<file path="src/rtl/pc_register.sv">
// Program-counter register for the teaching CPU datapath.
// Holds the instruction-fetch address: loads RESET_ADDR on a synchronous
// reset and otherwise advances by STEP (modulo 2^WIDTH) on every rising
// edge. Also exposes the combinational next address, a one-cycle wrap pulse
// and a saturating count of advances since the last reset.
module pc_register #(
  parameter int               WIDTH      = 8,
  parameter logic [WIDTH-1:0] RESET_ADDR = WIDTH'(8'h80),
  parameter logic [WIDTH-1:0] STEP       = WIDTH'(1)
) (
  input  logic             clk,
  input  logic             rst,
  output logic [WIDTH-1:0] pcAddr,
  output logic [WIDTH-1:0] pcNext,
  output logic             wrapped,
  output logic [15:0]      fetchCount
);

  // Saturating increment for the advance counter: sticks at all-ones.
  function automatic logic [15:0] sat_inc(input logic [15:0] v);
    logic [15:0] r;
    r = (v == 16'hFFFF) ? v : v + 16'd1;
    return r;
  endfunction

  // Register initial values give defined outputs before the first reset.
  logic [WIDTH-1:0] pc_q    = RESET_ADDR;
  logic             wrap_q  = 1'b0;
  logic [15:0]      count_q = 16'd0;

  // One extra bit captures the carry out of the address add.
  logic [WIDTH:0]   sum;

  // Next-address adder; depends only on the current address.
  always_comb begin
    sum = {1'b0, pc_q} + {1'b0, STEP};
  end

  // Address, wrap flag and advance counter; reset wins over advancing.
  always_ff @(posedge clk) begin
    if (rst) begin
      pc_q    <= RESET_ADDR;
      wrap_q  <= 1'b0;
      count_q <= 16'd0;
    end else begin
      pc_q    <= sum[WIDTH-1:0];
      wrap_q  <= sum[WIDTH];
      count_q <= sat_inc(count_q);
    end
  end

  assign pcAddr     = pc_q;
  assign pcNext     = sum[WIDTH-1:0];
  assign wrapped    = wrap_q;
  assign fetchCount = count_q;

endmodule

</file>
<file path="config.mk">
export PLATFORM = sky130hd
export DESIGN_NAME = pc_register
export DESIGN_NICKNAME = d
export VERILOG_FILES = /design/src/rtl/pc_register.sv
export SDC_FILE = /design/constraint.sdc
export NUM_CORES = 1
export LEC_CHECK = 0
export ABC_AREA = 0
export CAP_MARGIN = 25
export CORE_MARGIN = 2
export CORE_UTILIZATION = 40
export DETAILED_ROUTE_END_ITERATION = 12
export PLACE_DENSITY = 0.76
export SKIP_CTS_REPAIR_TIMING = 1
export SYNTH_ARGS = -nofsm -noshare
export SYNTH_HDL_FRONTEND = slang
export SYNTH_SLANG_ARGS = --single-unit
</file>
<file path="constraint.sdc">
create_clock -name clk -period 2.2 [get_ports clk]
set_clock_uncertainty 0.15 [all_clocks]
set_input_delay 0.22 -clock clk [delete_from_list [all_inputs] [get_ports clk]]
set_output_delay 0.22 -clock clk [all_outputs]
set_load 0.02 [all_outputs]
</file>
Word-level counts from Yosys, hierarchy flattened
Cells that the tools add are included.

word-level totals
  logic and storage cells = 6
  input port bits = 2
  register bits = 25
  output and inout bits = 33

cells by class
  eq/ne operators = 1
  $add $sub $neg = 2

operator list
  kind                   number
  $add 16x1->16 const B  1
  $eq 16x16->1 const B   1
  $add 8x1->9 const B    1

Longest topological paths before layout
  word-level depth = 1
  mapped depth = 6

Worst setup path after synthesis
Ideal clock, no wire load.

  path kind = register to register
  start = register count_q[0] (netlist: fetchCount[0])
  end = register count_q[2] (netlist: fetchCount[2])
  slack = 0.004 ns
  path buffers = 1
  arrival time = 1.925 ns
  cell stages (with the launch flop) = 7
  required time = 1.929 ns
  cells stage by stage = dfxtp_1 ha_1 nand4_1 or3_1 clkbuf_1 o21ai_1 mux2_2

on the way
  longest elaborated chain between the ends = 1
  elaborated cells on any way between the ends = 2
  those cells by class = 1 x add/sub; 1 x eq/ne

RTL lines
  what                                           line  text
  from (decl)                                    29    logic [15:0] count_q = 16'd0;
  from (signal assigned)                         48    count_q <= sat_inc(count_q);
  $add 16x1->16 or $eq 16x16->1 (tied branches)  22    r = (v == 16'hFFFF) ? v : v + 16'd1;

Parallel ways exist; a longest one is shown, timed or not.
A chain may end at the register's enable or synchronous reset.

Final worst setup path
  start = register pc_q[1] (netlist: pcAddr[1])
  end = output port pcNext[6]

on the way
  longest elaborated chain between the ends = 1

RTL lines
  what                    line  text
  from (decl)             27    logic [WIDTH-1:0] pc_q = RESET_ADDR;
  from (signal assigned)  46    pc_q <= sum[WIDTH-1:0];
  $add 8x1->9             36    sum = {1'b0, pc_q} + {1'b0, STEP};
  to (decl)               14    output logic [WIDTH-1:0] pcNext,

No other way between the ends.

==> out/results.ini <==
[layout]
fin_nets=189
antennaDiodeCount=0
drive_above_1_share_pct=15.2
fin_util_pct=56.1
area_growth_pct=33.5
multi_input_area_um2=683
regArea_um2=502
n_fill_cell=317
layout.cells.non_filler=228

[routing]
wire_per_inst_um=12.2
drc=0
viasPerCell=5.11
dr.pass1.iters=4
wirelength_mm=2.79
vias=1164
ant_nets=0
drt_iter0_drc=27

[clock_network]
insertion_delay_ns=0.32
ctsHtreeMaxLevel=1
cts_sinks=25
clkTransAtPathRegs_ns=0.13
cts-root-buf=clkbuf_4
cts_tree=built
cts_buffers=3
cts_buffer_depth=2

[floorplan]
dieArea_um2=3680
dieWidth_um=60.6
die_h_um=60.6
ioPinCount=35
num_rows=20
initial_core_util_pct=42.0
core-area_um2=3050

[global_routing]
grt_use_total_pct=17.4
grt_pass1_wl_mm=4.89
antenna_found_initial=0
grt-ovfl-total=0
grt_max_degree=17
grt_pass1_vias=1164

[synthesis]
yosys_register_bits=25
ys_types=35
synthAdderAreaFrac_pct=1.95
synth_edf_count=0
synth_area_per_cell_um2=8.55
synthXorXnorAreaFrac_pct=4.10
synth-async-reset-ratio_pct=0
synth-simple-area-share_pct=30.0
synth_compound_area_share_pct=10.2
yosys-top-cells-area=dfxtp_1 39%, nor2b_1 7.3%, mux2_2 7.0%
syn-num-nets=154
synth_top_family_by_area=simple AND/OR/NAND/NOR gates
netlist_instances=150
yosysMostFrequentCell=dfxtp_1
ys_seq_area_share_pct=39.0
synth-main-ff-cell=dfxtp_1
yosysTopAreaCellShare_pct=39.0
syn-cell-area_um2=1280
muxShareOfSynthArea_pct=7.02
yosysWarnings=0
synth_largest_area_cell=dfxtp_1
ys_top_cells_by_count=25 x dfxtp_1, 15 x nor2b_1, 13 x nor2_1, 10 x nand3_1, 9 x nand2_1

[worst_setup_path]
startpoint_type=flop
required_ns=1.83
worstPathArrival_ns=1.66
crit_slowest_cell=dfxtp_1
cp_cell_sequence=ha_1 > nand3_1 > nor2_1 > xor2_1 > dlymetal6s2s_1
slowest_delay_ns=0.40
cp-end-kind=output port
crit_fanout=4
crit_type=reg2out

[sta]
tightestPinTransition_ns=0.457
hold_viol_final=0
fin_crit_sh_pct=92.1
slew_violations=0
rsz0062_at_grt=no
finalSetupViolCount=0
slew_headroom_pct=68.7
min_period_ns=2.03
fmax_ghz=0.494

[status]
status=finished, final reports clean

[min_path]
hold_class=reg2reg

[power]
p_leak_nw=0.700
powerDensity_nw_per_um2=450
vdd_drop_max_uv=215

[placement]
place_hpwl_mm=2.16
port_buffers=34
place_inst=224
gp_congestion=0.933

[job]
maxCapViolations=0

state kept, by name, indices dropped and copies added, names as in the netlist:
register,cells
fetchCount,16
pcAddr,8
wrapped,1
final cells by class:
cell class / count / area share, %
Timing Repair Buffer: 44 / 25.1
Multi-Input combinational cell: 107 / 39.9
Inverter: 4 / 0.877
Sequential cell: 25 / 29.3
Tap cell: 44 / 3.22
Clock buffer: 4 / 1.54
final timing paths:
kind,start,end,slack (ns),depth (start not counted)
setup / recovery,pcAddr[1]$_SDFF_PP0_,pcNext[6],0.17,5
hold / removal,pcAddr[0]$_SDFF_PP0_,pcAddr[0]$_SDFF_PP0_,0.33,1
setup reg to reg,fetchCount[0]$_SDFFE_PP0P_,fetchCount[2]$_SDFFE_PP0P_,0.19,5
hold reg to reg,pcAddr[0]$_SDFF_PP0_,pcAddr[0]$_SDFF_PP0_,0.33,1
worst max-delay path, delay by kind of cell (launching register included):
kind          cells  cell delay, ns
simple gates      2            0.30
fa+ha+maj         1            0.21
buf+inv           1            0.25
xor+xnor          1            0.18
flops             1            0.40
power breakdown:
group          internal (W)  switching (W)  leakage, nW  total (W)
registers          0.000462      0.0000101        0.203   0.000472
clock network     0.0000709       0.000127       0.0150   0.000198
logic             0.0000477      0.0000517        0.483  0.0000994
per-stage QoR:
step / worst slack [ns] / total power, W / cell area [um^2] / TNS, ns / hold WS (ns)
after floorplan: 0.00406 / 0.000540 / 1280 / 0 / 0.257
after global placement: 0.155 / 0.000578 / 1670 / 0 / 0.318
after detailed placement: 0.0849 / 0.000582 / 1670 / 0 / 0.337
after CTS: -0.302 / 0.000784 / 1700 / -0.712 / 0.356
after global routing: 0.0341 / 0.000812 / 1710 / 0 / 0.347
final: 0.175 / 0.000770 / 1710 / 0 / 0.329
cell usage in the layout (no fill, tap or decap), types with 2 or more instances in the layout:
cell type         n
nand4_1           3
nand3_1          10
xnor2_1           2
dlymetal6s2s_1    6
buf_4            10
mux2_2            8
nor3_1            6
inv_1             4
clkbuf_4          3
nor2_1           13
a21oi_1           6
nor4_1            2
xor2_1            4
dfxtp_1          24
a211oi_1          2
ha_1              2
clkdlybuf4s50_1  28
nor2b_1          15
or3_1             2
a31oi_1           3
nand2_1           9
and3_1            3
o21ai_0           3
or2_2             2
per-layer routing:
metal / global-route usage, % / wire [um] / vias up
met5: 0 / 0 / -
met1: 19.7 / 1200 / 533
li1: - / - / 581
met4: 7.45 / 39 / 0
met3: 4.48 / 226 / 5
met2: 30.9 / 1320 / 45
cells by family (layout without fill, tap and decap cells):
logic type	after synthesis	after routing
AOI/OAI and AO/OA	20	20
xor gates and xnor gates	6	6
adders and majority gates	2	2
buffers and inverters	18	52
DFF	25	25
muxes	8	8
and+or+nand+nor	71	71
No activity file was read; power rests on OpenSTA's default activity.
